==> config.mk <==
export PLATFORM = sky130hd
export DESIGN_NAME = cv32e40s_fencei_sequencer
export DESIGN_NICKNAME = d
export VERILOG_FILES = /design/src/rtl/cv32e40s_fencei_sequencer.sv
export SDC_FILE = /design/constraint.sdc
export NUM_CORES = 1
export LEC_CHECK = 0
export ABC_AREA = 1
export CAP_MARGIN = 0
export CORE_MARGIN = 4
export CORE_UTILIZATION = 46
export DETAILED_ROUTE_END_ITERATION = 8
export GPL_TIMING_DRIVEN = 0
export MAX_ROUTING_LAYER = met4
export PLACE_DENSITY = 0.8
export REMOVE_ABC_BUFFERS = 1
export SLEW_MARGIN = 10
export SYNTH_ARGS = -nofsm -noshare
export SYNTH_HDL_FRONTEND = slang
export SYNTH_SLANG_ARGS = --single-unit
==> constraint.sdc <==
create_clock -name clk -period 1.6 [get_ports clk]
set_clock_uncertainty 0.05 [all_clocks]
set_input_delay 0.32 -clock clk [delete_from_list [all_inputs] [get_ports clk]]
set_output_delay 0.32 -clock clk [all_outputs]
set_load 0.02 [all_outputs]
==> src/rtl/cv32e40s_fencei_sequencer.sv <==
`timescale 1ns/1ps
// fence.i flush handshake sequencer.
// The controller issues a start pulse when a fence.i retires in WB. This block
// waits for the LSU and write buffer to drain, then raises the flush request
// and holds it until it is acknowledged. It then reports completion for one
// cycle so the controller can release WB and branch to pc+4.
module cv32e40s_fencei_sequencer #(
  parameter int CNT_W = 8
) (
  input  logic             clk,
  input  logic             rst_n,
  input  logic             fencei_start_i,
  input  logic             lsu_busy_i,
  input  logic             wbuf_empty_i,
  input  logic             fencei_flush_ack_i,
  output logic             fencei_flush_req_o,
  output logic             fencei_busy_o,
  output logic             fencei_done_o,
  output logic [CNT_W-1:0] fencei_lat_o,
  output logic             fencei_proto_err_o
);

  typedef enum logic [1:0] {IDLE, WAIT_DRAIN, REQ, DONE} state_e;

  state_e           state_q, state_n;
  logic             drained;
  logic             req_q, done_q, proto_err_q;
  logic [CNT_W-1:0] lat_q;

  assign drained = !lsu_busy_i && wbuf_empty_i;

  // Next-state decode. A start outside IDLE (including the DONE cycle) is ignored.
  always_comb begin
    state_n = state_q;
    unique case (state_q)
      IDLE:       if (fencei_start_i) state_n = drained ? REQ : WAIT_DRAIN;
      WAIT_DRAIN: if (drained)        state_n = REQ;
      REQ:        if (fencei_flush_ack_i) state_n = DONE;
      DONE:       state_n = IDLE;
      default:    state_n = IDLE;
    endcase
  end

  // State plus registered req/done, so the pins are glitch-free flop outputs.
  always_ff @(posedge clk or negedge rst_n) begin
    if (!rst_n) begin
      state_q <= IDLE;
      req_q   <= 1'b0;
      done_q  <= 1'b0;
    end else begin
      state_q <= state_n;
      req_q   <= (state_n == REQ);
      done_q  <= (state_n == DONE);
    end
  end

  // Latency counter: zeroed when REQ is entered, counts REQ cycles, saturates, holds elsewhere.
  always_ff @(posedge clk or negedge rst_n) begin
    if (!rst_n) begin
      lat_q <= '0;
    end else if (state_q != REQ && state_n == REQ) begin
      lat_q <= '0;
    end else if (state_q == REQ && lat_q != {CNT_W{1'b1}}) begin
      lat_q <= lat_q + 1'b1;
    end
  end

  // Sticky protocol error: an ack is only legal while req is high.
  always_ff @(posedge clk or negedge rst_n) begin
    if (!rst_n) begin
      proto_err_q <= 1'b0;
    end else if (fencei_flush_ack_i && !req_q) begin
      proto_err_q <= 1'b1;
    end
  end

  assign fencei_flush_req_o = req_q;
  assign fencei_done_o      = done_q;
  assign fencei_lat_o       = lat_q;
  assign fencei_proto_err_o = proto_err_q;
  // Busy already in the start cycle so WB stalls from the retiring fence.i on.
  assign fencei_busy_o      = (state_q != IDLE) || fencei_start_i;

`ifndef SYNTHESIS
  a_req_stable : assert property (@(posedge clk) disable iff (!rst_n)
    (req_q && !fencei_flush_ack_i) |=> req_q);
  a_done_pulse : assert property (@(posedge clk) disable iff (!rst_n)
    done_q |=> !done_q);
  a_no_restart : assert property (@(posedge clk) disable iff (!rst_n)
    (state_q != IDLE) |-> !fencei_start_i);
`endif

endmodule

==> results of run 1 <==
==> layer usage <==
layer  track usage  up-vias
met5             -        -
met4        0.0331        0
met3        0.0690        2
met2         0.233       13
met1         0.209      297
li1              -      319
==> cell families (layout without fill, tap and decap cells) <==
kind of cell / after synthesis / count (layout) / synth area share
fa+ha+maj: 1 / 1 / 0.0181
compound gates: 5 / 5 / 0.0597
buf+inv: 13 / 35 / 0.0705
simple gates: 55 / 55 / 0.369
flops: 13 / 13 / 0.470
xor+xnor: 1 / 1 / 0.0127
==> cell type report <==
type,instances,share of cell area
clock buffer,4,0.0290
inverter,13,0.0539
multi-input combinational,62,0.351
sequential,13,0.361
tap,15,0.0207
timing repair buffer,18,0.184
==> power by group through the flow <==
stage / registers [mW] / clock network, mW / logic (mW)
floorplan: 0.540 / 0 / 0.249
global placement: 0.481 / 0 / 0.498
detailed placement: 0.484 / 0 / 0.508
CTS: 0.477 / 0.202 / 0.478
global route: 0.493 / 0.219 / 0.545
finish: 0.481 / 0.192 / 0.491
==> how the worst max path moves through the flow <==
stage	start	to	slack, ns	cells after the start
6_report	fencei_lat_o[0]$_DFFE_PN0P_	fencei_lat_o[0]$_DFFE_PN0P_	0.11	7
5_1_grt	fencei_lat_o[0]$_DFFE_PN0P_	fencei_lat_o[0]$_DFFE_PN0P_	-0.008	7
4_1_cts	fencei_start_i	fencei_busy_o	0.0006	4
3_5_place_dp	fencei_start_i	fencei_busy_o	-0.27	4
3_3_place_gp	fencei_start_i	fencei_busy_o	-0.26	4
2_1_floorplan	fencei_lat_o[0]$_DFFE_PN0P_	fencei_lat_o[4]$_DFFE_PN0P_	0.17	7
==> registers in the layout, summed over array words and instances, names as in the netlist <==
signal,flops
state_q,2
fencei_proto_err_o,1
fencei_flush_req_o,1
fencei_done_o,1
fencei_lat_o,8
==> what timing repair did <==
item,4_1_cts,5_1_grt
resized for setup,10,5
setup endpoints to repair,10,9
cloned,0,0
buffers inserted,0,1
pin swaps,0,1
==> synthesized netlist by cell type <==
cell,count
nand2_1,30
o21bai_1,1
nand3_2,1
nand2_2,1
dfrtp_1,13
a21oi_1,1
ha_1,1
a31oi_1,1
nand3_1,7
o22ai_1,1
inv_1,10
nand3b_1,1
inv_2,2
nor2_1,8
a21oi_4,1
xor2_1,1
nand4_1,3
clkinv_1,1
nor2_4,2
nor2_2,2
==> critical path: stages (launching register included) <==
cell and delay, ns:
dfrtp_2 0.44, ha_1 0.23, nand2_1 0.11, nor2_2 0.05, a21oi_4 0.27, nor2_4 0.09
nand2_1 0.08, nand2_1 0.06
==> metrics by stage <==
step           worst slack, ns  setup TNS (ns)
2_1_floorplan            0.168               0
3_3_place_gp            -0.258          -0.564
3_5_place_dp            -0.271          -0.707
4_1_cts               0.000607               0
5_1_grt               -0.00752        -0.00752
6_report                 0.106               0
==> summary.txt, run 1 <==
Detailed routing
  • WL per Instance: 12.2 microns
  • DRT Pass-1 Iters: 4
  • DR iter-0 viols: 19
  • Routed wire length: 1530 microns
  • Total number of vias: 631
  • Met2 wire length: 734 microns
  • WL met1: 703 microns
  • Highest routing layer actually used: met4
  • DRC viols: 0
  • Routed vias/inst: 5.05
  • Detail Route Antenna Nets: 0
  • Met3 routed WL: 76 microns

Floorplanning
  • Die ar.: 2190 sq um
  • FP Rows: 13
  • Core Area: 1370 sq um
  • Top Ports: 18
  • Starting Density: 0.506
  • Die X: 46.8 microns
  • Die Y: 46.8 microns

Global routing
  • Grt ovf: 0
  • All-Layer GR Usage: 0.161
  • Initial antenna violation count: 0
  • Vias in the first global route: 564
  • Global-route wire length before repair: 2390 microns
  • Pin count of the biggest net entering global routing: 14

STA
  • Final slew viol count: 0
  • Worst Tran Pin Value: 0.570 ns
  • Final setup viols: 0
  • FMAX: 669 MHz
  • Part of the cycle the worst path needs: 0.934
  • WHS: 0.362 ns
  • Max_slew headroom: 0.619
  • Final Hold Vio Count: 0
  • Final Critical Period: 1.49 ns

Status
  • Status: completed

Cells and area
  • Post-route insts no fill: 125
  • Nets: 118
  • Layout overhead on the synthesized area: 30.7%
  • Reg area: 327 sq um
  • Multi-input gate area in the final layout: 318 sq um
  • Ant. Diodes: 0
  • Finished Cell Area: 905 sq um
  • Most common cell after layout, fill and taps aside: nand2_1
  • Commonest cells after routing, fill and taps aside: nand2_1 (30), dfrtp_1 (12), inv_1 (10)
  • Final core utilization: 0.662
  • Fraction of layout cells with a size suffix above 1: 0.136
  • Fillers: 120

Setup path
  • Setup CP Type: reg -> reg
  • Critical R2R Launch: fencei_lat_o[0]$_DFFE_PN0P_
  • Required time worst endpoint: 1.70 ns
  • Critical Path Sink Type: flip-flop
  • R2R setup slack: 0.11 ns
  • Critical path startpoint category: flip-flop
  • Worst Path Max Fanout: 8
  • Reg2Reg Depth: 7
  • CP arrival: 1.60 ns
  • Worst r2r dst: fencei_lat_o[0]$_DFFE_PN0P_

Place
  • Placed Area: 881 sq um
  • Placed Cells: 120
  • DPL Wire Length: 1100 microns
  • Placer Congestion: 0.817
  • Port buffer count: 17

Clocking
  • Sinks on the clock net: 13
  • Hold-fix buffers, CTS: 0
  • Clock Latency Late Sink: 0.27 ns
  • CTS Buffer Depth: 2
  • CTS tree: done
  • H-Tree Depth: 1
  • CTS buffer count: 3
  • Clock-pin slew on the worst setup and hold paths: 0.07 ns
  • Root buf cell: clkbuf_4

Power and ir drop
  • Clk pwr share: 0.165
  • Cell Pwr Density: 1290 nW/um^2
  • Cell Int Power: 0.681 mW
  • Reg power frac: 0.413
  • Switching Power: 0.483 mW
  • Switching Fraction: 0.415
  • Comb power frac: 0.422
  • Leak: 0.523 nW
  • VDD IR max: 742 uV
  • Total chip power: 1.16 mW

Synth
  • Mapped Area: 692 sq um
  • Synth area leaders: dfrtp_1 (47%), nand2_1 (16%), inv_1 (5.4%)
  • Post-Syn Instances: 88
  • Synth top area share: 0.470
  • Sequential-to-total area share from yosys stat: 0.470
  • Warnings, synthesis: 0
  • Synthesized flop and latch total: 13
  • Yosys top cell by area: dfrtp_1
  • Syn Area/Cell: 7.86 sq um
  • Library cells used by synthesis: 20

Flow run
  • # Max-Cap Violations: 0

Worst hold path
  • Worst min path class: in -> async
Power figures use the tool's default switching activity.
==> inputs of run 2 (changes only) <==
Settings changed: PLACE_DENSITY 0.8 to 0.76, RECOVER_POWER from default to 50.
Clock period 1.6 ns to 1.5 ns, I/O delays scaled along.
==> run 2 against run 1 <==
Design area unchanged; global-route usage rose by 0.35 points; critical path depth is 6 lower; final cell count is 0.80% higher; wire length decreased by 4.2%; clock power up 15%; sequential share of layout area unchanged; combinational power is 8.1% higher; register-to-register slack got worse by 0.03 ns; total power up 8.1%; largest cell class unchanged.
==> summary.txt, run 2 (synthesized netlist as in run 1, its figures left out) <==
Setup path
  • CP arrival: 1.09 ns (-0.51 ns)
  • Worst Path Max Fanout: 6 (-2)
  • Reg2Reg Depth: 7 (unchanged)
  • Setup crit end: fencei_lat_o[3]
  • CP Depth: 1 (-6)
  • Setup CP Type: reg -> out
  • Worst-path cell chain: dlygate4sd2_1
  • Worst Setup SP: fencei_lat_o[3]$_DFFE_PN0P_
  • Critical path startpoint category: flip-flop
  • Critical R2R Launch: fencei_lat_o[0]$_DFFE_PN0P_
  • Family with the most delay on the worst path: flip-flops
  • Buf/Inv on CP: 1 (+1)
  • Crit path largest cell delay: 0.46 ns (+0.02 ns)
  • Critical Path Sink Type: output pin
  • Required time worst endpoint: 1.15 ns (-0.55 ns)
  • Worst r2r dst: fencei_lat_o[7]$_DFFE_PN0P_
  • Highest-delay cell along the critical path: dfrtp_1
  • R2R setup slack: 0.08 ns (-0.03 ns)

Cells and area
  • Max reg flops: 8 (unchanged)
  • Nets: 119 (+0.85%)
  • Post-route insts no fill: 126 (+0.80%)
  • Fraction of layout cells with a size suffix above 1: 0.135 (-0.00123)
  • Finished Cell Area: 905 sq um (unchanged)
  • Commonest cells after routing, fill and taps aside: nand2_1 (29), dfrtp_1 (12), inv_1 (11), dlygate4sd2_1 (11), nor2_1 (9)
  • Layout overhead on the synthesized area: 30.7% (unchanged)
  • Most common cell after layout, fill and taps aside: nand2_1
  • Ant. Diodes: 0 (unchanged)

Floorplanning
  • Starting Density: 0.506 (unchanged)
  • Core Area: 1370 sq um (unchanged)
  • Die Y: 46.8 microns (unchanged)
  • FP Rows: 13 (unchanged)
  • Die ar.: 2190 sq um (unchanged)
  • Die X: 46.8 microns (unchanged)
  • Top Ports: 18 (unchanged)

Power and ir drop
  • Total chip power: 1.26 mW (+8.1%)
  • Cell Pwr Density: 1390 nW/um^2 (+8.1%)
  • Leak: 0.503 nW (-3.7%)
  • VDD IR max: 782 uV (+5.4%)

Place
  • Placed Area: 881 sq um (unchanged)
  • Placer Congestion: 0.804 (-1.6%)
  • DPL Wire Length: 1060 microns (-3.9%)
  • Placed Cells: 120 (unchanged)
  • Port buffer count: 17 (unchanged)

Detailed routing
  • Routed vias/inst: 5.08 (+0.62%)
  • WL per Instance: 11.6 microns (-5.0%)
  • Routed wire length: 1460 microns (-4.2%)
  • Total number of vias: 640 (+1.4%)
  • Detail Route Antenna Nets: 0 (unchanged)
  • DRC viols: 0 (unchanged)
  • DR iter-0 viols: 8 (-11)
  • DRT Pass-1 Iters: 4 (unchanged)

STA
  • Final slew viol count: 0 (unchanged)
  • Max_slew headroom: 0.611 (-0.00762)
  • Final setup viols: 0 (unchanged)
  • Final Critical Period: 1.44 ns
  • FMAX: 693 MHz
  • Final Hold Vio Count: 0 (unchanged)
  • WHS: 0.408 ns (+0.0456 ns)
  • Setup tns final: 0 ns (unchanged)
  • Worst Tran Pin Value: 0.581 ns (+0.0113 ns)
  • Part of the cycle the worst path needs: 0.962

Clocking
  • Clock-pin slew on the worst setup and hold paths: 0.08 ns (about the same)
  • CTS buffer count: 3 (unchanged)
  • Root buf cell: clkbuf_4
  • Hold-fix buffers, CTS: 0 (unchanged)
  • Sinks on the clock net: 13 (unchanged)
  • CTS tree: done
  • H-Tree Depth: 1 (unchanged)
  • Clock Latency Late Sink: 0.27 ns (about the same)
  • CTS Buffer Depth: 2 (unchanged)

Global routing
  • Initial antenna violation count: 0 (unchanged)
  • Grt ovf: 0 (unchanged)
  • Global-route wire length before repair: 2450 microns (+2.3%)
  • Pin count of the biggest net entering global routing: 14 (unchanged)
  • All-Layer GR Usage: 0.164 (+0.00351)
  • Vias in the first global route: 581 (+3.0%)

Flow run
  • # Max-Cap Violations: 0 (unchanged)

Worst hold path
  • Worst min path class: in -> async

Status
  • Status: completed
-- run 2: cell types whose count changed in the layout (fill, tap and decap cells not counted), moves of 2 or more --
| cell | previous run | this run |
|---|---|---|
| dlymetal6s2s_1 | 2 | 0 |
| dlygate4sd2_1 | 9 | 11 |
| clkdlybuf4s50_1 | 5 | 3 |
| dlygate4sd3_1 | 0 | 2 |
-- run 2: where the power goes --
group	switching (mW)	internal [mW]
logic	0.339	0.191
registers	0.0727	0.435
clock network	0.117	0.103
-- run 2: area by class of cell --
| cell class | instances | area, sq um |
|---|---|---|
| fillers | 128 | 462 |
| inverters | 13 | 48.8 |
| clock buffers | 4 | 26.3 |
| multi-input cells | 62 | 318 |
| repair buffers | 19 | 166 |
| flip-flops and latches | 13 | 327 |
| well taps | 15 | 18.8 |
-- run 2: metal layers --
metal	wire, microns	track usage	vias to the layer above
li1	-	-	324
met1	699	0.217	294
met2	662	0.236	20
met3	89	0.0536	2
met4	10	0.0552	0
met5	0	-	-
-- run 2: worst min-delay path by stage --
| stage | startpoint | endpoint | cells past startpoint |
|---|---|---|---|
| finish | rst_n | fencei_lat_o[7]$_DFFE_PN0P_ | 1 |
| global route | rst_n | fencei_lat_o[3]$_DFFE_PN0P_ | 1 |
| CTS | rst_n | fencei_lat_o[4]$_DFFE_PN0P_ | 1 |
| detailed placement | fencei_flush_req_o$_DFF_PN0_ | fencei_proto_err_o$_DFFE_PN0P_ | 1 |
| global placement | fencei_flush_req_o$_DFF_PN0_ | fencei_proto_err_o$_DFFE_PN0P_ | 1 |
| floorplan | rst_n | fencei_done_o$_DFF_PN0_ | 0 |
-- run 2: metrics by stage --
stage,worst slack [ns],utilization
after floorplan,0.0676,-
after global placement,-0.315,0.645
after detailed placement,-0.317,0.645
after CTS,0.00598,0.655
after global routing,-0.00615,0.662
final,0.0573,0.662
-- run 2: what timing repair did --
| action | in CTS | in global routing |
|---|---|---|
| setup endpoints to repair | 12 | 8 |
| pin swaps | 0 | 1 |
| resized for setup | 14 | 3 |
| buffers inserted | 0 | 2 |
==> inputs of run 3 (changes only) <==
Settings changed: CORE_MARGIN 4 to 2.
==> run 3 against run 2 <==
Die area down 16%; count of clock-buffer cells in the layout decreased by 1; critical path depth unchanged; design area is 1.2% higher; core utilization up 1.6 points; global-route usage increased by 1.7 points; worst hold slack got worse by 0.023 ns; worst setup slack got worse by 0.022 ns; register-to-register slack is essentially flat; total power increased by 2.1%; combinational power grew 4%; largest power group unchanged.
==> summary.txt, run 3 (synthesized netlist as in run 1, its figures left out) <==
Status
  • Status: completed

Setup path
  • Buf/Inv on CP: 1 (unchanged)
  • Family with the most delay on the worst path: flip-flops
  • R2R setup slack: 0.07 ns (about the same)
  • Highest-delay cell along the critical path: dfrtp_1
  • Crit path largest cell delay: 0.46 ns (about the same)
  • Worst-path cell chain: dlygate4sd2_1
  • Setup CP Type: reg -> out
  • Critical Path Sink Type: output pin
  • Required time worst endpoint: 1.15 ns (about the same)
  • Reg2Reg Depth: 7 (unchanged)
  • CP Depth: 1 (unchanged)
  • CP arrival: 1.11 ns (+0.02 ns)
  • Worst Path Max Fanout: 6 (unchanged)
  • Critical path startpoint category: flip-flop

STA
  • FMAX: 683 MHz (-1.5%)
  • Final setup viols: 0 (unchanged)
  • Worst Slack Setup Final: 0.0358 ns (-0.0216 ns)
  • Final Critical Period: 1.46 ns (+0.0216 ns)
  • Max_slew headroom: 0.614 (+0.00275)
  • Final slew viol count: 0 (unchanged)
  • WHS: 0.385 ns (-0.0227 ns)
  • Final Hold Vio Count: 0 (unchanged)
  • Unrepaired setup endpoints after global routing: true
  • Worst Tran Pin Value: 0.577 ns (-0.00412 ns)
  • Part of the cycle the worst path needs: 0.976 (+0.0144)

Worst hold path
  • Worst min path class: in -> async

Clocking
  • Sinks on the clock net: 13 (unchanged)
  • Root buf cell: clkbuf_4
  • CTS tree: done
  • H-Tree Depth: 1 (unchanged)
  • CTS Buffer Depth: 2 (unchanged)
  • Clock Latency Late Sink: 0.29 ns (+0.02 ns)
  • Clock-pin slew on the worst setup and hold paths: 0.08 ns (about the same)
  • CTS buffer count: 3 (unchanged)

Cells and area
  • Ant. Diodes: 0 (unchanged)
  • Nets: 119 (unchanged)
  • Fraction of layout cells with a size suffix above 1: 0.162 (+0.0270)
  • Max reg flops: 8 (unchanged)
  • Reg area: 327 sq um (unchanged)
  • Most common cell after layout, fill and taps aside: nand2_1
  • Layout overhead on the synthesized area: 32.4%
  • Fillers: 119 (-7.0%)
  • Final core utilization: 0.678 (+0.0163)
  • Multi-input gate area in the final layout: 328 sq um (+3.1%)
  • Commonest cells after routing, fill and taps aside: nand2_1 (30), dfrtp_1 (12), dlygate4sd2_1 (11)

Power and ir drop
  • VDD IR max: 825 uV (+5.5%)
  • Cell Int Power: 0.733 mW (+0.56%)
  • Switching Power: 0.551 mW (+4.1%)
  • Comb power frac: 0.429 (+0.008)
  • Leak: 0.505 nW (+0.44%)
  • Reg power frac: 0.392 (-0.011)
  • Clk pwr share: 0.179 (+0.004)
  • Total chip power: 1.28 mW (+2.1%)
  • Switching Fraction: 0.429 (+0.00848)
  • Cell Pwr Density: 1400 nW/um^2 (+0.80%)

Place
  • Pre-CTS WS: -0.327 ns (-0.0101 ns)
  • DPL Wire Length: 993 microns (-6.4%)
  • Port buffer count: 17 (unchanged)
  • Placer Congestion: 0.793 (-1.3%)

Detailed routing
  • DRC viols: 0 (unchanged)
  • Total number of vias: 611 (-4.5%)
  • Routed wire length: 1450 microns (-0.75%)
  • Routed vias/inst: 4.85 (-4.5%)
  • WL per Instance: 11.5 microns (-0.75%)
  • DRT Pass-1 Iters: 4 (unchanged)
  • Detail Route Antenna Nets: 0 (unchanged)
  • DR iter-0 viols: 11 (+3)

Global routing
  • Pin count of the biggest net entering global routing: 14 (unchanged)
  • Vias in the first global route: 556 (-4.3%)
  • Global-route wire length before repair: 2380 microns (-2.8%)
  • Initial antenna violation count: 0 (unchanged)
  • All-Layer GR Usage: 0.182 (+0.0174)
  • Grt ovf: 0 (unchanged)

Floorplanning
  • FP Rows: 13 (unchanged)
  • Die ar.: 1830 sq um (-16%)
  • Starting Density: 0.513 (+0.00610)
  • Die Y: 42.8 microns (-8.5%)
  • Top Ports: 18 (unchanged)
  • Die X: 42.8 microns (-8.5%)
  • Core Area: 1350 sq um (-1.2%)

Flow run
  • # Max-Cap Violations: 0 (unchanged)
[run 3: cell types whose count changed in the layout (fill, tap and decap cells not counted), sizes merged]
cell    delta
clkbuf     -1
clkinv     +1
[run 3: final timing paths]
path	start	endpoint
worst max-delay path	fencei_lat_o[3]$_DFFE_PN0P_	fencei_lat_o[3]
worst min-delay path	rst_n	state_q[1]$_DFF_PN0_
worst max register to register	fencei_lat_o[0]$_DFFE_PN0P_	fencei_lat_o[1]$_DFFE_PN0P_
worst min register to register	fencei_flush_req_o$_DFF_PN0_	fencei_proto_err_o$_DFFE_PN0P_
max in group asynchronous	rst_n	fencei_lat_o[0]$_DFFE_PN0P_
min in group clk	fencei_flush_req_o$_DFF_PN0_	fencei_proto_err_o$_DFFE_PN0P_
[run 3: final cells by class]
type | count | share of cell area
multi-input cells | 62 | 0.358
clock inverters | 1 | 0.00546
repair buffers | 19 | 0.182
well taps | 15 | 0.0205
inverters | 13 | 0.0533
flip-flops and latches | 13 | 0.357
clock buffers | 3 | 0.0246
[run 3: metrics by stage]
| step | cell area, sq um | setup TNS (ns) | cells |
|---|---|---|---|
| after global routing | 916 | -0.0160 | 126 |
| after detailed placement | 881 | -1.41 | 120 |
| after CTS | 896 | 0 | 124 |
| after global placement | 881 | -1.20 | 120 |
| final | 916 | 0 | 126 |
| after floorplan | 692 | 0 | 88 |
[run 3: what timing repair did]
| item | in CTS | in global routing |
|---|---|---|
| setup buffers | 0 | 2 |
| setup endpoints to repair | 12 | 8 |
| hold buffers | 0 | 0 |
| pin swaps | 0 | 1 |
| resized for setup | 14 | 4 |
[run 3: routing by layer]
| metal | part of all wire | GRT usage | vias to the layer above | wire [microns] |
|---|---|---|---|---|
| met2 | 0.45 | 0.273 | 11 | 646 |
| met3 | 0.041 | 0.0255 | 5 | 60 |
| li1 | - | - | 319 | - |
| met1 | 0.48 | 0.237 | 276 | 701 |
| met5 | 0 | - | - | 0 |
| met4 | 0.029 | 0.0938 | 0 | 42 |
[run 3: power by group through the flow]
stage / Sequential (mW) / Combinational [mW] / Clock, mW
floorplan: 0.576 / 0.266 / 0
global placement: 0.513 / 0.531 / 0
finish: 0.504 / 0.551 / 0.230
global route: 0.516 / 0.608 / 0.235
CTS: 0.506 / 0.504 / 0.227
detailed placement: 0.517 / 0.542 / 0
